===== src/rtl/arc4_sched.sv =====
// arc4_sched: sequences one ARC4 pass (init -> ksa -> prga) and arbitrates
// the single-port S memory between the active engine and the host port.
// A per-phase watchdog aborts the pass with err=1 if an engine never finishes.
module arc4_sched #(
   parameter int WAIT_LIMIT = 4096,
   parameter bit RUN_PRGA   = 1'b1
) (
   input  logic        clk,
   input  logic        rst_n,
   input  logic        en,
   output logic        rdy,
   input  logic [23:0] key,
   output logic        err,
   output logic [23:0] key_q,
   output logic        init_en,
   output logic        ksa_en,
   output logic        prga_en,
   input  logic        init_rdy,
   input  logic        ksa_rdy,
   input  logic        prga_rdy,
   input  logic [7:0]  init_addr,
   input  logic [7:0]  init_wrdata,
   input  logic        init_wren,
   input  logic [7:0]  ksa_addr,
   input  logic [7:0]  ksa_wrdata,
   input  logic        ksa_wren,
   input  logic [7:0]  prga_addr,
   input  logic [7:0]  prga_wrdata,
   input  logic        prga_wren,
   input  logic [7:0]  host_addr,
   input  logic [7:0]  host_wrdata,
   input  logic        host_wren,
   output logic [7:0]  s_addr,
   output logic [7:0]  s_wrdata,
   output logic        s_wren,
   input  logic [7:0]  rddata
);

   typedef enum logic [2:0] {
      IDLE,
      START_INIT,
      WAIT_INIT,
      START_KSA,
      WAIT_KSA,
      START_PRGA,
      WAIT_PRGA,
      DONE
   } state_e;

   localparam logic [12:0] WDOG_LAST = 13'(WAIT_LIMIT - 1);

   state_e      state_q;
   logic        seen_busy_q;
   logic [12:0] wdog_q;

   logic        cur_rdy;
   logic        wait_done;
   logic        wdog_hit;
   state_e      after_wait;

   // Memory read data is wired straight to the engines and host outside this
   // block; it is only a pass-through port here.
   logic        unused_rddata;
   assign unused_rddata = ^rddata;

   assign rdy = (state_q == IDLE);

   // Select the ready flag of the engine owning the current phase and the
   // state that follows its completion.
   always_comb begin
      cur_rdy    = 1'b0;
      after_wait = DONE;
      case (state_q)
         START_INIT, WAIT_INIT: begin
            cur_rdy    = init_rdy;
            after_wait = START_KSA;
         end
         START_KSA, WAIT_KSA: begin
            cur_rdy    = ksa_rdy;
            after_wait = RUN_PRGA ? START_PRGA : DONE;
         end
         START_PRGA, WAIT_PRGA: begin
            cur_rdy    = prga_rdy;
            after_wait = DONE;
         end
         default: ;
      endcase
   end

   // A phase is only complete once the engine has been seen busy, so a
   // stale ready from before the start pulse cannot end the phase early.
   assign wait_done = cur_rdy && seen_busy_q;
   assign wdog_hit  = (wdog_q == WDOG_LAST);

   // Pass sequencer: start pulses, busy tracking, watchdog and key latch.
   always_ff @(posedge clk or negedge rst_n) begin
      if (!rst_n) begin
         state_q     <= IDLE;
         err         <= 1'b0;
         key_q       <= 24'h0;
         init_en     <= 1'b0;
         ksa_en      <= 1'b0;
         prga_en     <= 1'b0;
         seen_busy_q <= 1'b0;
         wdog_q      <= 13'h0;
      end else begin
         init_en <= 1'b0;
         ksa_en  <= 1'b0;
         prga_en <= 1'b0;
         case (state_q)
            IDLE: begin
               if (en) begin
                  key_q   <= key;
                  err     <= 1'b0;
                  state_q <= START_INIT;
               end
            end
            START_INIT, START_KSA, START_PRGA: begin
               if (cur_rdy) begin
                  init_en     <= (state_q == START_INIT);
                  ksa_en      <= (state_q == START_KSA);
                  prga_en     <= (state_q == START_PRGA);
                  seen_busy_q <= 1'b0;
                  wdog_q      <= 13'h0;
                  state_q     <= state_e'(state_q + 3'd1);
               end
            end
            WAIT_INIT, WAIT_KSA, WAIT_PRGA: begin
               if (!cur_rdy) begin
                  seen_busy_q <= 1'b1;
               end
               if (wait_done) begin
                  state_q <= after_wait;
               end else if (wdog_hit) begin
                  err     <= 1'b1;
                  state_q <= DONE;
               end else begin
                  wdog_q <= wdog_q + 13'd1;
               end
            end
            DONE: begin
               state_q <= IDLE;
            end
            default: begin
               state_q <= IDLE;
            end
         endcase
      end
   end

   // S memory port follows the owner of the current state; everyone else's
   // writes are simply not routed.
   always_comb begin
      s_addr   = host_addr;
      s_wrdata = host_wrdata;
      s_wren   = host_wren;
      case (state_q)
         START_INIT, WAIT_INIT: begin
            s_addr   = init_addr;
            s_wrdata = init_wrdata;
            s_wren   = init_wren;
         end
         START_KSA, WAIT_KSA: begin
            s_addr   = ksa_addr;
            s_wrdata = ksa_wrdata;
            s_wren   = ksa_wren;
         end
         START_PRGA, WAIT_PRGA: begin
            s_addr   = prga_addr;
            s_wrdata = prga_wrdata;
            s_wren   = prga_wren;
         end
         default: ;
      endcase
   end

endmodule

===== config.mk =====
export PLATFORM = sky130hd
export DESIGN_NAME = arc4_sched
export DESIGN_NICKNAME = d
export VERILOG_FILES = /design/src/rtl/arc4_sched.sv
export SDC_FILE = /design/constraint.sdc
export NUM_CORES = 1
export LEC_CHECK = 0
export ABC_AREA = 1
export CORE_MARGIN = 5
export CORE_UTILIZATION = 36
export DETAILED_ROUTE_END_ITERATION = 16
export HOLD_SLACK_MARGIN = 0.02
export PLACE_DENSITY = 0.77
export RECOVER_POWER = 50
export SLEW_MARGIN = 15
export SYNTH_ARGS = -nofsm -noshare
export SYNTH_HDL_FRONTEND = slang
export SYNTH_SLANG_ARGS = --single-unit
export TNS_END_PERCENT = 20

===== constraint.sdc =====
create_clock -name clk -period 2.06 [get_ports clk]
set_input_delay 0.412 -clock clk [delete_from_list [all_inputs] [get_ports clk]]
set_output_delay 0.412 -clock clk [all_outputs]
set_load 0.005 [all_outputs]

==> flow_summary.ini <==
[setup_path]
timing.critical_path.arrival_ns = 1.59
worst_r2r_endpoint = wdog_q[1]$_DFFE_PN0P_
endpoint_kind = primary output
critical_path.max_fanout = 8
timing.critical_path.from_type = flip-flop
path_cells = inv_2 > nand2_4 > a21oi_4 > clkbuf_16 > nand2_1 > o2111ai_1 > buf_2
worst-r2r-setup-slack_ns = 0.11
reg2regPathDepth = 14
required_worst_endpoint_ns = 1.65
critical-path-slowest-cell = dfrtp_2
timing.setup.critical_path_class = reg -> out
worst_r2r_startpoint = state_q[1]$_DFFE_PN0P_
max_stage_delay_ns = 0.45

[cts]
post_cts_clock_slew_at_the_launch_and_capture_registers_of_the_worst_setup_and_hold_paths_ns = 0.09
cts_hold_buf = 0
clk-insertion-delay-late_ns = 0.30
clock-root-buffer = clkbuf_8
cts.sinks = 45
tritoncts_buffers = 5
h-tree-depth = 2
clockBufferDepth = 2
cts_tree = built

[timing]
finalCriticalPeriod_ns = 2.00
finalClockSkew_ns = 0.00655
timing.final.max_slew_violations = 0
hold_slack_ns = 0.394
slew_headroom_pct = 10.8
timing.final.crit_share_pct = 97.3
maxClockFrequency_mhz = 499
final-hold-violation-count = 0
finalWorstSetupSlack_ns = 0.0557
setup_repair_after_global_routing_missed_its_margin = true
tightestPinTransition_ns = 1.34
final-setup-viol-count = 0

[grt]
globalRouteTotalUtil_pct = 18.3
grt_remaining_overflow = 0
number_of_global_route_vias_before_repair = 3238
grt_antenna_before_repair = 0
grt_max_degree = 27
grt_first_pass_wirelength_um = 14800

[routing]
drt_drc_violations_left = 0
drt-wirelength-per-cell_um = 14.1
detail_route.vias_per_cell = 4.95
ant_nets = 0
number_of_optimization_iterations_in_the_first_detailed_route_pass = 4
vias = 3067
final_wl_um = 8740
drt_iter0_markers = 171

[placement]
place_ws_ns = -0.0864
buffer_ports.inserted = 143
gp_congestion = 0.794
hpwl_um = 6780

[floorplan]
die_w_um = 98.2
die_height_um = 98.2
design.die.area_um2 = 9630
floorplan.io_pins = 152
initial_utilization_pct = 36.6
core.rowCount = 32
core_region_area_um2 = 7650

[power]
cellLeakagePower_nw = 2.14
worst_vdd_rail_ir_drop_mv = 0.684
power.density_cell_area_nw_per_um2 = 1360

[synth]
proportion_of_synthesized_chip_area_in_sequential_cells_pct = 40.3
ys_ff_latch = 45
yosysUniqueCellTypes = 32
postSynthNetCount = 455
postSynthCellCount = 346
yosys_warning_count = 0
post_synth.cell_area_avg_um2 = 8.09
syn-cell-area_um2 = 2800

[final_layout]
mostFrequentLayoutCell = clkdlybuf4s50_1
final_nets = 625
post_route_cells_drive_above_1_share_pct = 22.2
flow.area_growth_from_synthesis_pct = 67.7
layout.cells.most_common_list = 117 x clkdlybuf4s50_1, 101 x nand2_1, 43 x dfrtp_1
final.fill_count = 659
ant_cells = 0

[outcome]
outcome = completed

[min_path]
holdCritPathClass = in -> async

[flow_run]
maxCapViolations = 0
[repair_timing]
| item | in CTS | in global routing |
|---|---|---|
| setup buffers | 1 | 2 |
| gates resized for setup | 23 | 68 |
| cloned | 0 | 2 |
| pin swaps | 0 | 4 |
| endpoints found under the setup margin | 18 | 30 |
[cell type report]
class / count / area, um^2 / share of cell area [%]
repair buffers: 174 / 1640 / 35.0
multi-input cells: 255 / 1570 / 33.4
flip-flops and latches: 45 / 1130 / 24.1
inverters: 35 / 134 / 2.85
well taps: 102 / 128 / 2.72
clock buffers: 5 / 68.8 / 1.47
clock inverters: 3 / 22.5 / 0.480
[sequential cells by signal, summed over array words and instances (netlist names)]
register     flops
key_q           24
seen_busy_q      1
wdog_q          13
ksa_en           1
init_en          1
state_q          3
prga_en          1
err              1
[worst max-delay path: cells and delay by family, from the launching register on]
| family | cells | cell delay, ns |
|---|---|---|
| simple gates | 2 | 0.15 |
| compound gates | 2 | 0.28 |
| buf+inv | 3 | 0.42 |
| flops | 1 | 0.45 |
[metal layers]
metal | vias to the layer above | track usage [%] | share of wire (%)
met5 | - | 0 | 0
met4 | 0 | 6.09 | 1.6
met3 | 13 | 7.29 | 9.8
met2 | 139 | 31.2 | 50
met1 | 1415 | 20.9 | 39
li1 | 1500 | - | -
[synth_stat cells (all sizes together)]
cell type	number	area (um^2)
nor3b	2	15.0
a21oi	8	58.8
nand3b	2	15.0
dfrtp	45	1130
ha	3	37.5
or2	4	25.0
nand3	43	250
o2111ai	17	149
nand4	6	37.5
nand2	110	435
clkbuf	3	11.3
buf	9	58.8
nor2	26	110
xor2	4	35.0
xnor2	1	8.76
mux2	24	270
o211ai	1	7.51
inv	35	131
o21ai	3	15.0
[metrics by stage]
step	instances	util, %	power, mW	cell area (um^2)	TNS [ns]
floorplan	346	-	3.47	2800	0
detailed placement	606	59.5	5.73	4550	-1.01
finish	619	61.3	6.36	4690	0
global route	619	61.3	6.89	4690	-0.464
CTS	615	60.7	6.15	4640	-1.14
global placement	606	59.5	5.62	4550	-0.509
[where the power goes]
part | internal (mW) | total, mW | switching, mW
clock network | 0.241 | 0.551 | 0.310
registers | 1.21 | 1.40 | 0.189
logic | 2.26 | 4.41 | 2.15
total | 3.71 | 6.36 | 2.65
[worst max path at each step]
stage | start | end | depth (start not counted)
floorplan | state_q[0]$_DFFE_PN0P_ | s_addr[1] | 7
detailed placement | state_q[0]$_DFFE_PN0P_ | s_addr[2] | 8
global placement | state_q[0]$_DFFE_PN0P_ | s_wrdata[2] | 8
finish | state_q[0]$_DFFE_PN0P_ | s_wrdata[5] | 7
global route | state_q[1]$_DFFE_PN0P_ | s_wrdata[2] | 8
CTS | state_q[0]$_DFFE_PN0P_ | s_wrdata[6] | 8
[kinds of logic (layout without fill, tap and decap cells)]
| kind of cell | count (synthesis) | count (layout) | synth area share [%] |
|---|---|---|---|
| xor+xnor | 5 | 5 | 1.57 |
| buf+inv | 47 | 217 | 7.20 |
| simple gates | 193 | 194 | 31.8 |
| mux | 24 | 24 | 9.66 |
| fa+ha+maj | 3 | 3 | 1.34 |
| flops | 45 | 45 | 40.3 |
| compound gates | 29 | 29 | 8.23 |
Power figures use the tool's default switching activity.
